[config.mk]
export PLATFORM = sky130hd
export DESIGN_NAME = hw_nios_onchip_mem_burst_adapter
export DESIGN_NICKNAME = d
export VERILOG_FILES = /design/src/rtl/hw_nios_onchip_mem_burst_adapter.sv
export SDC_FILE = /design/constraint.sdc
export NUM_CORES = 1
export LEC_CHECK = 0
export ABC_CLOCK_PERIOD_IN_PS = 3000
export BUFFER_PORTS_ARGS = -buffer_cell sky130_fd_sc_hd__buf_2
export CELL_PAD_IN_SITES_DETAIL_PLACEMENT = 2
export CELL_PAD_IN_SITES_GLOBAL_PLACEMENT = 2
export CORE_ASPECT_RATIO = 1.5
export CORE_MARGIN = 4
export CORE_UTILIZATION = 29
export CTS_CLUSTER_DIAMETER = 30
export DETAILED_ROUTE_END_ITERATION = 6
export MAX_ROUTING_LAYER = met4
export PLACE_DENSITY_LB_ADDON = 0.12
export SLEW_MARGIN = 15
export SYNTH_ARGS = -nofsm -noshare
export SYNTH_HDL_FRONTEND = slang
export SYNTH_SLANG_ARGS = --single-unit
[constraint.sdc]
create_clock -name clk -period 3 [get_ports clk]
set_clock_uncertainty 0.2 [all_clocks]
set_input_delay 0.6 -clock clk [delete_from_list [all_inputs] [get_ports clk]]
set_output_delay 0.6 -clock clk [all_outputs]
set_load 0.02 [all_outputs]
[src/rtl/hw_nios_onchip_mem_burst_adapter.sv]
// Avalon-MM burst slave in front of a single-port on-chip RAM.
// Optional boundary checking: define BURST_BOUNDARY_CHECK_EN.
module hw_nios_onchip_mem_burst_adapter #(
  parameter int ADDR_W  = 10,
  parameter int DATA_W  = 32,
  parameter int BURST_W = 5
) (
  input  logic                  clk,
  input  logic                  reset,
  input  logic [ADDR_W-1:0]     s_address,
  input  logic [BURST_W-1:0]    s_burstcount,
  input  logic                  s_read,
  input  logic                  s_write,
  input  logic [DATA_W-1:0]     s_writedata,
  input  logic [DATA_W/8-1:0]   s_byteenable,
  output logic                  s_waitrequest,
  output logic [DATA_W-1:0]     s_readdata,
  output logic                  s_readdatavalid,
`ifdef BURST_BOUNDARY_CHECK_EN
  output logic                  burst_err,
`endif
  output logic [ADDR_W-1:0]     m_address,
  output logic [DATA_W/8-1:0]   m_byteenable,
  output logic                  m_chipselect,
  output logic                  m_write,
  output logic [DATA_W-1:0]     m_writedata,
  input  logic [DATA_W-1:0]     m_readdata
);

  localparam int BE_W = DATA_W / 8;
  localparam int SW   = ADDR_W + BURST_W;

  typedef enum logic [1:0] {
    IDLE,
    WR_BURST,
    RD_ISSUE,
    RD_DRAIN
  } state_t;

  state_t              state;
  logic [ADDR_W-1:0]   addr;
  logic [BURST_W-1:0]  rem;
  logic [BURST_W-1:0]  cnt;
  logic                flag_in;
  logic                flag_q;
  logic                rd_p1;
  logic                rd_p2;
  logic                err_p1;
  logic                err_p2;

  // A burstcount of zero means a single beat
  assign cnt = (s_burstcount == '0) ? BURST_W'(1) : s_burstcount;

`ifdef BURST_BOUNDARY_CHECK_EN
  logic [SW-1:0] end_sum;
  assign end_sum = SW'(s_address) + SW'(cnt);
  // Burst would run past the top of memory
  assign flag_in = end_sum > (SW'(1) << ADDR_W);
`else
  assign flag_in = 1'b0;
`endif

  // Stall only while a read burst owns the RAM, or during reset
  assign s_waitrequest = reset
                       | (state == RD_ISSUE)
                       | (state == RD_DRAIN);

  // Burst FSM, RAM-side strobes and the read-return pipeline
  always_ff @(posedge clk) begin
    if (reset) begin
      state           <= IDLE;
      addr            <= '0;
      rem             <= '0;
      flag_q          <= 1'b0;
      rd_p1           <= 1'b0;
      rd_p2           <= 1'b0;
      err_p1          <= 1'b0;
      err_p2          <= 1'b0;
      s_readdata      <= '0;
      s_readdatavalid <= 1'b0;
      m_address       <= '0;
      m_byteenable    <= '0;
      m_chipselect    <= 1'b0;
      m_write         <= 1'b0;
      m_writedata     <= '0;
`ifdef BURST_BOUNDARY_CHECK_EN
      burst_err       <= 1'b0;
`endif
    end else begin
      m_chipselect    <= 1'b0;
      m_write         <= 1'b0;
      rd_p1           <= 1'b0;
      err_p1          <= 1'b0;
      rd_p2           <= rd_p1;
      err_p2          <= err_p1;
      s_readdatavalid <= rd_p2;
      if (rd_p2) begin
        s_readdata <= err_p2 ? DATA_W'(32'hDEAD_BEEF) : m_readdata;
      end
      unique case (state)
        IDLE: begin
          if (s_write) begin
            m_address    <= s_address;
            m_byteenable <= s_byteenable;
            m_writedata  <= s_writedata;
            m_write      <= !flag_in;
            m_chipselect <= !flag_in;
            addr         <= s_address + 1'b1;
            rem          <= cnt - 1'b1;
            flag_q       <= flag_in;
            if (cnt != BURST_W'(1)) state <= WR_BURST;
          end else if (s_read) begin
            addr   <= s_address;
            rem    <= cnt;
            flag_q <= flag_in;
            state  <= RD_ISSUE;
          end
`ifdef BURST_BOUNDARY_CHECK_EN
          if ((s_write || s_read) && flag_in) burst_err <= 1'b1;
`endif
        end
        WR_BURST: begin
          if (s_write) begin
            m_address    <= addr;
            m_byteenable <= s_byteenable;
            m_writedata  <= s_writedata;
            m_write      <= !flag_q;
            m_chipselect <= !flag_q;
            addr         <= addr + 1'b1;
            rem          <= rem - 1'b1;
            if (rem == BURST_W'(1)) state <= IDLE;
          end
        end
        RD_ISSUE: begin
          m_address    <= addr;
          m_byteenable <= '1;
          m_chipselect <= !flag_q;
          rd_p1        <= 1'b1;
          err_p1       <= flag_q;
          addr         <= addr + 1'b1;
          rem          <= rem - 1'b1;
          if (rem == BURST_W'(1)) state <= RD_DRAIN;
        end
        RD_DRAIN: begin
          if (s_readdatavalid && !rd_p1 && !rd_p2) state <= IDLE;
        end
        default: state <= IDLE;
      endcase
    end
  end

endmodule
==> results.txt <==
outcome -> finished clean
register area share after synthesis -> 0.458
crit path DAT -> 1800 ps
worst slack, placed -> 446 ps
CP endpoint kind -> primary output
dominant cell type by area after synthesis -> dfxtp_1
n_diodes -> 0
Cells after Synth -> 512
R2R cell count -> 6
dominant synthesized flop cell -> dfxtp_1
CTS Buffer Depth -> 2
Die Span Y -> 158 µm
Yosys reg bits -> 100
PostCTS Resize Cnt -> 0
fin nets -> 763
fin. max-slew vios -> 0
TritonCTS Sinks -> 100
largest cells by area after synthesis -> dfxtp_1 46%, mux2i_1 9.9%, nand2_1 7.5%, a21oi_1 5.6%, nor2_1 5.1%
area post-placement -> 5390 µm²
Synth Warn # -> 0
number of H-tree levels -> 3
Hold Path Cell Cnt -> 2
area grow syn2layout -> 30.3%
GRT Total Usage -> 0.183
Least-Margin Pin Slew -> 1020 ps
sequential cell area -> 2000 µm²
EDFF count, synth -> 0
CP Max Fanout -> 9
Setup TNS -> 0 ps
drt wl/cell -> 18.0 µm
Period minus WS final -> 2600 ps
Final Hold Vio Count -> 0
Via density -> 4.93
drt total wl -> 15.6 mm
period utilisation layout -> 0.867
min setup slack post-route -> 398 ps
DRT Pass-1 Iters -> 4
CP Launch Type -> flip-flop
initial core utilization -> 0.298
# Post-CTS Setup Buffers -> 0
Power Density -> 828 nW/µm²
Rows -> 54
first-pass GRT wire length -> 23.9 mm
Die X -> 108 µm
Clock transition at path regs -> 70 ps
cell area after synthesis -> 4370 µm²
gpl congestion -> 0.773
Max Clock Freq -> 0.384 GHz
r2r endpoint -> addr[0]$_SDFFE_PP0P_
Initial DRC Count -> 129
DR vias -> 4,272
Post-Syn Area per Cell -> 8.53 µm²
top-area cell type share of the netlist area -> 0.458
Clock Latency Late Sink -> 350 ps
number of global-route vias before repair -> 4,636
initial antenna violation count -> 0
flop-to-flop setup slack -> 430 ps
RSZ-0062 raised after global routing -> no
worst r2r src -> state[0]$_SDFFE_PP0P_
slew margin rel. -> 0.319
hold path start -> m_writedata[18]$_SDFFE_PP0P_
Async SR Flop Fraction -> 0
largest net degree at the start of global routing -> 38
Yosys cell types -> 49
CTS tree -> done
Post-DRT Antenna Nets -> 0
TritonCTS buffer count -> 9
fillers -> 1,741
CP Class -> reg -> out
Hold/Removal Path Class -> reg -> reg
port bufs -> 168
Core ar. -> 14,700 µm²
die footprint -> 17,100 µm²
Hold EP -> m_writedata[18]$_SDFFE_PP0P_
P_leak -> 2.48 nW
multi-input logic area -> 2180 µm²
fin area -> 5690 µm²
Peak VDD IR -> 0.318 mV
# setup viols final -> 0
max_cap viols -> 0
layout cells sized above 1 -> 0.303
Clk Tree Root Cell -> clkbuf_16
Residual DRC -> 0
CP required -> 2200 ps
Post-CTS Hold Buffers -> 0
post-detail-place hpwl -> 11.7 mm
io pins -> 169
global route overflow -> 0
Post-Syn Nets -> 609
[critical path, stage by stage (launching register included)]
cell and delay [ps]:
dfxtp_1 410, inv_1 110, ha_1 350, or3_1 410, buf_2 170
[sequential cells by signal, summed over array words and instances, names as in the netlist]
signal / flops
m_writedata: 32
s_readdata: 32
addr: 10
m_address: 10
rem: 5
m_byteenable: 4
state: 2
m_chipselect: 1
m_write: 1
rd_p1: 1
rd_p2: 1
s_readdatavalid: 1
[worst max-delay path by stage]
stage / from / endpoint / slack [ps]
final: state[0]$_SDFFE_PP0P_ / s_waitrequest / 400
after detailed placement: state[1]$_SDFFE_PP0P_ / addr[5]$_SDFFE_PP0P_ / 450
after floorplan: s_burstcount[2] / rem[4]$_SDFFE_PP0P_ / 820
after CTS: state[0]$_SDFFE_PP0P_ / s_waitrequest / 370
after global placement: state[0]$_SDFFE_PP0P_ / addr[0]$_SDFFE_PP0P_ / 580
after global routing: state[1]$_SDFFE_PP0P_ / addr[0]$_SDFFE_PP0P_ / 230
[placed cells by master (no fill, tap or decap), types with 2 or more instances in the layout]
| master | instances |
|---|---|
| a21oi_1 | 48 |
| and2_1 | 2 |
| nor4b_1 | 2 |
| or3_1 | 7 |
| mux2i_1 | 42 |
| xnor2_1 | 4 |
| a31oi_1 | 3 |
| o31a_1 | 5 |
| nor4_1 | 6 |
| o22ai_1 | 2 |
| inv_1 | 13 |
| nand2_1 | 87 |
| mux2_2 | 2 |
| nor2b_1 | 5 |
| inv_6 | 3 |
| nand2b_1 | 2 |
| nand4_1 | 6 |
| buf_2 | 167 |
| nand3_1 | 5 |
| or4_1 | 2 |
| a311oi_1 | 3 |
| clkbuf_16 | 9 |
| o31ai_1 | 2 |
| o21a_1 | 2 |
| nor3_1 | 5 |
| dfxtp_1 | 99 |
| buf_4 | 10 |
| o211ai_1 | 6 |
| a211oi_1 | 16 |
| ha_1 | 10 |
| nor2_1 | 59 |
| o21ai_0 | 13 |
[report_power, final]
group / internal [mW] / switching [mW]
Combinational: 0.639 / 1.09
Sequential: 1.58 / 0.205
Clock: 0.656 / 0.544
[cells in the mapped netlist (7+ instances only)]
library cell    n
dfxtp_1       100
nand2_1        87
nor2_1         59
a21oi_1        49
mux2i_1        43
clkbuf_1       20
a211oi_1       16
inv_1          13
o21ai_0        13
buf_2          10
ha_1           10
or3_1           7
[routing by layer]
metal | GRT usage | part of all wire | up-vias
met5 | - | 0 | -
met2 | 0.340 | 0.54 | 109
met1 | 0.198 | 0.39 | 2061
met4 | 0.0475 | 0.015 | 0
met3 | 0.0341 | 0.052 | 19
li1 | - | - | 2083
[metrics by stage]
step,hold WS [ps],power (mW),instances,util
final,256,4.71,867,0.388
after floorplan,239,2.90,512,-
after detailed placement,248,3.56,851,0.368
after CTS,257,4.79,867,0.388
after global routing,280,5.02,867,0.388
after global placement,239,3.47,851,0.368
[logic make-up (layout without fill, tap and decap cells)]
kind of cell	after synthesis	after routing	synth area share
mux	45	45	0.104
xor+xnor	5	5	0.0100
flops	100	100	0.458
buf+inv	47	206	0.0441
compound gates	109	109	0.155
fa+ha+maj	10	10	0.0286
simple gates	196	196	0.201
[layout make-up]
cell class                 instances  area share
sequential                       100       0.352
multi-input combinational        365       0.384
inverter                          13     0.00858
timing repair buffer             177       0.160
clock buffer                      10      0.0402
tap                              196      0.0431
clock inverter                     6      0.0121
(Power assumes the default switching activity.)
